File: src/rtl/seg7_pkg.sv
// seg7_pkg: segment pattern table, blank code and scan-decoder FSM states.
package seg7_pkg;
  localparam logic [6:0] BLANK = 7'h7F;
  localparam logic [6:0] PATTERNS [16] = '{
    7'h40, 7'h79, 7'h24, 7'h30, 7'h19, 7'h12, 7'h02, 7'h78,
    7'h00, 7'h10, 7'h08, 7'h03, 7'h46, 7'h21, 7'h06, 7'h0E
  };
  typedef enum logic {COLLECT, PRESENT} state_e;
endpackage

File: src/rtl/seg7_pattern_decode.sv
// seg7_pattern_decode: maps an active-low segment pattern to its hex nibble, flagging unknown patterns.
module seg7_pattern_decode
  import seg7_pkg::*;
(
  input  logic [6:0] seg_i,
  output logic [3:0] nib_o,
  output logic       err_o
);
  always_comb begin
    nib_o = '0;
    err_o = 1'b1;
    for (int k = 0; k < 16; k++)
      if (seg_i == PATTERNS[k]) begin
        nib_o = 4'(k);
        err_o = 1'b0;
      end
  end
endmodule

File: src/rtl/seg7_scan_decoder.sv
// seg7_scan_decoder: debounces a multiplexed 7-segment scan, assembles 4 digits into a word
// and presents it with a valid/ready handshake.
module seg7_scan_decoder
  import seg7_pkg::*;
#(
  parameter int unsigned STABLE_CYCLES = 4
) (
  input  logic        CLOCK_50,
  input  logic        reset,
  input  logic [6:0]  SEG,
  input  logic [3:0]  DIG,
  input  logic        out_ready,
  output logic [15:0] VALUE,
  output logic [3:0]  ERR,
  output logic        out_valid,
  output logic [3:0]  LEDR
);
  state_e      state_q;
  logic [10:0] hist_q;
  logic [7:0]  cnt_q, cnt_d;
  logic [3:0]  mask_q, slot_err_q, err_q;
  logic [15:0] slot_q, value_q;
  logic        valid_q;
  logic [3:0]  nib;
  logic        nib_err, stable, cap;
  seg7_pattern_decode u_dec (.seg_i(SEG), .nib_o(nib), .err_o(nib_err));
  always_comb begin
    stable = ({DIG, SEG} == hist_q) && $onehot(DIG);
    cnt_d  = !stable ? '0 : (cnt_q == 8'hFF ? cnt_q : cnt_q + 8'd1);
    cap    = stable && (cnt_q == 8'(STABLE_CYCLES - 2));
  end
  // Captures only happen while collecting; a full mask hands the word over on the next edge.
  always_ff @(posedge CLOCK_50) begin
    if (reset) begin
      state_q    <= COLLECT;
      hist_q     <= '0;
      cnt_q      <= '0;
      mask_q     <= '0;
      slot_q     <= '0;
      slot_err_q <= '0;
      value_q    <= '0;
      err_q      <= '0;
      valid_q    <= 1'b0;
    end else begin
      hist_q <= {DIG, SEG};
      cnt_q  <= cnt_d;
      if (state_q == COLLECT) begin
        if (mask_q == 4'hF) begin
          state_q <= PRESENT;
          value_q <= slot_q;
          err_q   <= slot_err_q;
          valid_q <= 1'b1;
        end else if (cap) begin
          for (int i = 0; i < 4; i++)
            if (DIG[i]) begin
              slot_q[4*i +: 4] <= nib;
              slot_err_q[i]    <= nib_err;
            end
          mask_q <= mask_q | DIG;
        end
      end else if (out_ready) begin
        state_q <= COLLECT;
        mask_q  <= '0;
        valid_q <= 1'b0;
      end
    end
  end
  assign VALUE     = value_q;
  assign ERR       = err_q;
  assign out_valid = valid_q;
  assign LEDR      = mask_q;
endmodule

File: config.mk
export PLATFORM = sky130hd
export DESIGN_NAME = seg7_scan_decoder
export DESIGN_NICKNAME = d
export VERILOG_FILES = /design/src/rtl/seg7_pkg.sv /design/src/rtl/seg7_pattern_decode.sv /design/src/rtl/seg7_scan_decoder.sv
export SDC_FILE = /design/constraint.sdc
export NUM_CORES = 1
export LEC_CHECK = 0
export BUFFER_PORTS_ARGS = -buffer_cell sky130_fd_sc_hd__buf_2
export CORE_ASPECT_RATIO = 1.1
export CORE_MARGIN = 1.5
export CORE_UTILIZATION = 56
export CTS_CLUSTER_SIZE = 8
export DETAILED_ROUTE_END_ITERATION = 6
export PLACE_DENSITY = 0.89
export SLEW_MARGIN = 20
export SYNTH_ARGS = -nofsm -noshare
export SYNTH_HDL_FRONTEND = slang
export SYNTH_SLANG_ARGS = --single-unit
File: constraint.sdc
create_clock -name CLOCK_50 -period 7.75 [get_ports CLOCK_50]
set_input_delay 1.55 -clock CLOCK_50 [delete_from_list [all_inputs] [get_ports CLOCK_50]]
set_output_delay 1.55 -clock CLOCK_50 [all_outputs]
set_load 0.02 [all_outputs]
==> flow_summary.ini <==
[setup_path]
cpPeakStageDelay_ns = 0.86
arrival_ns = 4.53
rrSetupSlack_ns = 5.46
worstPathMaxFanout = 8
cpLargestDelayFamily = simple AND/OR/NAND/NOR gates
crit_slowest_cell = nor4_1
cp-start-kind = primary input
r2r_start = cnt_q[1]
reg2reg_depth = 6
endpoint_kind = register
required_ns = 7.95
crit_buf_inv = 3
critical_path_class = in2reg
rr_endpoint = slot_q[2]
path_cells = buf_2 > inv_1 > fa_1 > inv_1 > ha_1 > ha_1 > nor3b_1 > nand4_1 > nor4_1 > mux2i_1 > nor2_1

[routing]
drtAntennaViolNets = 0
route.detailed.vias_per_inst = 5.71
dr.pass1.iters = 4
vias = 2422
routed_wl_um = 6040
drt_iter0_drc = 171
drc_errors = 0
wire_per_inst_um = 14.2

[timing]
period_minus_slack_ns = 4.33
setup_viol = 0
finClkSkew_ns = 0.00874
setup_tns_ns = 0
max_slew.worst_pin.slew_ns = 0.899
hold_viol = 0
rsz0062_at_grt = no
fin_crit_sh_pct = 55.9
fmax_ghz = 0.231
final_max_slew_viol_count = 0
slew_headroom_pct = 39.5

[global_routing]
grt_pass1_vias = 2217
antenna_found_initial = 0
grt_overflow_total = 0
grt_util_all_layers_pct = 22.9
grt_pass1_wl_um = 10200
grt_max_degree = 45

[logic_synthesis]
syn_nets = 355
synth.avg_cell_area_um2 = 8.58
yosysWarnings = 0
synth_edf_count = 0
netlist_area_um2 = 2880
yosysUniqueCellTypes = 46
netlist_instances = 336
synth_async_sr_flop_share_pct = 0
synth_seq_cells = 65
ys_seq_area_share_pct = 45.1
synth-main-ff-cell = dfxtp_1

[worst_hold_path]
whs_endpoint = VALUE[2]
hold_class = reg2reg
holdPathStages = 2
holdCritStartpoint = VALUE[2]

[power]
power.clock.fraction_pct = 41.0
power_density_nw_per_um2 = 201
p_comb_share_pct = 6.8
p_int_mw = 0.498
p_seq_share_pct = 52.2
switching_share_pct = 23.1
ir_worst_vdd_mv = 0.130
p_switching_mw = 0.150
p_leak_nw = 1.21

[clock_tree]
htreeDepth = 3
ctsRootBufferMaster = clkbuf_8
hold_buffers = 0
post_cts_resize_count = 0
numCtsBuffers = 9
postCtsSetupBuffers = 0
clkLatencyLatePin_ns = 0.34
clockBufferDepth = 2
clkTransAtPathRegs_ns = 0.07
tritoncts = built
cts_sinks = 65

[placed_design]
gp_congestion = 0.816
portBuffers = 38
place_hpwl_um = 4180
dpl-instance-area_um2 = 3050

[floorplan]
die_y_um = 78.3
core_um2 = 4970
die_x_um = 71.4
num_io_pins = 39
start_util_pct = 58.0
rows = 27
die_area_um2 = 5590

[cells_and_area]
layout_commonest_cell = dfxtp_1
finalNetCount = 381
layout-drive-gt1-share_pct = 16.1
n_antenna_cell = 0
stdcell_area_um2 = 3230
syn_to_final_growth_pct = 12.0
final_cell_mix = dfxtp_1 (65), nand2_1 (51), buf_2 (38)

[outcome]
status = finished, final reports clean

[run]
maxCapViolCount = 0
==> final cells by class <==
class	count	area (um^2)
Inverter	9	33.8
Sequential cell	65	1300
Fill cell	407	1740
Timing Repair Buffer	38	190
Multi-Input combinational cell	239	1460
Tap cell	58	72.6
Clock inverter	4	45.0
Clock buffer	11	131
==> Yosys cell counts, drive strengths merged (5+ instances only) <==
cell type   n  area [um^2]
xnor2      12          113
dfxtp      65         1300
nor3b       5         37.5
clkbuf     20         75.1
inv         9         33.8
a21oi      29          145
a211oi      8         60.1
nand3      16         80.1
nor4        7         56.3
nor2       20         75.1
xor2        5         43.8
nand4      15          106
nand2      51          191
o21ai      11         55.1
nor2b       9         56.3
==> worst max-delay path by stage <==
stage               startpoint  cells past startpoint            end
floorplan               DIG[0]                     11  slot_err_q[0]
global placement        DIG[0]                     11      slot_q[2]
detailed placement      DIG[0]                     11      slot_q[2]
CTS                     DIG[0]                     11      slot_q[2]
global route            DIG[0]                     11      slot_q[2]
finish                  DIG[0]                     11      slot_q[2]
==> kinds of logic (layout without fill, tap and decap cells) <==
group / count (synthesis) / count (layout) / share of synthesized area, %
compound gates: 64 / 64 / 13.4
simple gates: 152 / 152 / 28.8
flops: 65 / 65 / 45.1
fa+ha+maj: 5 / 5 / 2.43
xor+xnor: 17 / 17 / 5.43
mux: 1 / 1 / 0.347
buf+inv: 32 / 62 / 4.47
==> stage by stage <==
step / setup slack [ns] / power [mW] / instances / hold WS [ns] / utilization (%)
2_1_floorplan: 3.60 / 0.378 / 336 / 0.431 / -
3_3_place_gp: 3.32 / 0.387 / 409 / 0.439 / 61.4
3_5_place_dp: 3.07 / 0.389 / 409 / 0.444 / 61.4
4_1_cts: 3.42 / 0.651 / 424 / 0.453 / 65.0
5_1_grt: 3.25 / 0.674 / 424 / 0.472 / 65.0
6_report: 3.42 / 0.648 / 424 / 0.451 / 65.0
==> sequential cells by signal, summed over array words and instances (netlist names) <==
name,cells
VALUE,16
hist_q,11
cnt_q,8
slot_q,16
LEDR,4
out_valid,1
state_q,1
ERR,4
slot_err_q,4
==> per-layer routing <==
| metal | global-route usage (%) | share of wire (%) | vias to the layer above |
|---|---|---|---|
| li1 | - | - | 1232 |
| met1 | 29.7 | 46 | 1117 |
| met2 | 36.6 | 48 | 70 |
| met3 | 5.26 | 5.6 | 3 |
| met4 | 9.43 | 0.50 | 0 |
| met5 | 0 | 0 | - |
==> worst reg2reg max path, cell delays in order (launching register included) <==
cell	delay [ns]
dfxtp_1	0.41
ha_1	0.17
nor4b_2	0.22
nand4_2	0.23
nor4_1	0.79
mux2i_1	0.28
nor2_1	0.06
==> power by group through the flow <==
stage | Combinational [mW] | Clock [mW] | Sequential, mW
final | 0.0438 | 0.266 | 0.338
after global routing | 0.0485 | 0.288 | 0.338
after CTS | 0.0434 | 0.269 | 0.338
after detailed placement | 0.0434 | 0 | 0.346
after global placement | 0.0414 | 0 | 0.346
after floorplan | 0.0320 | 0 | 0.346
Note: power is estimated with default switching activity, not from simulation.
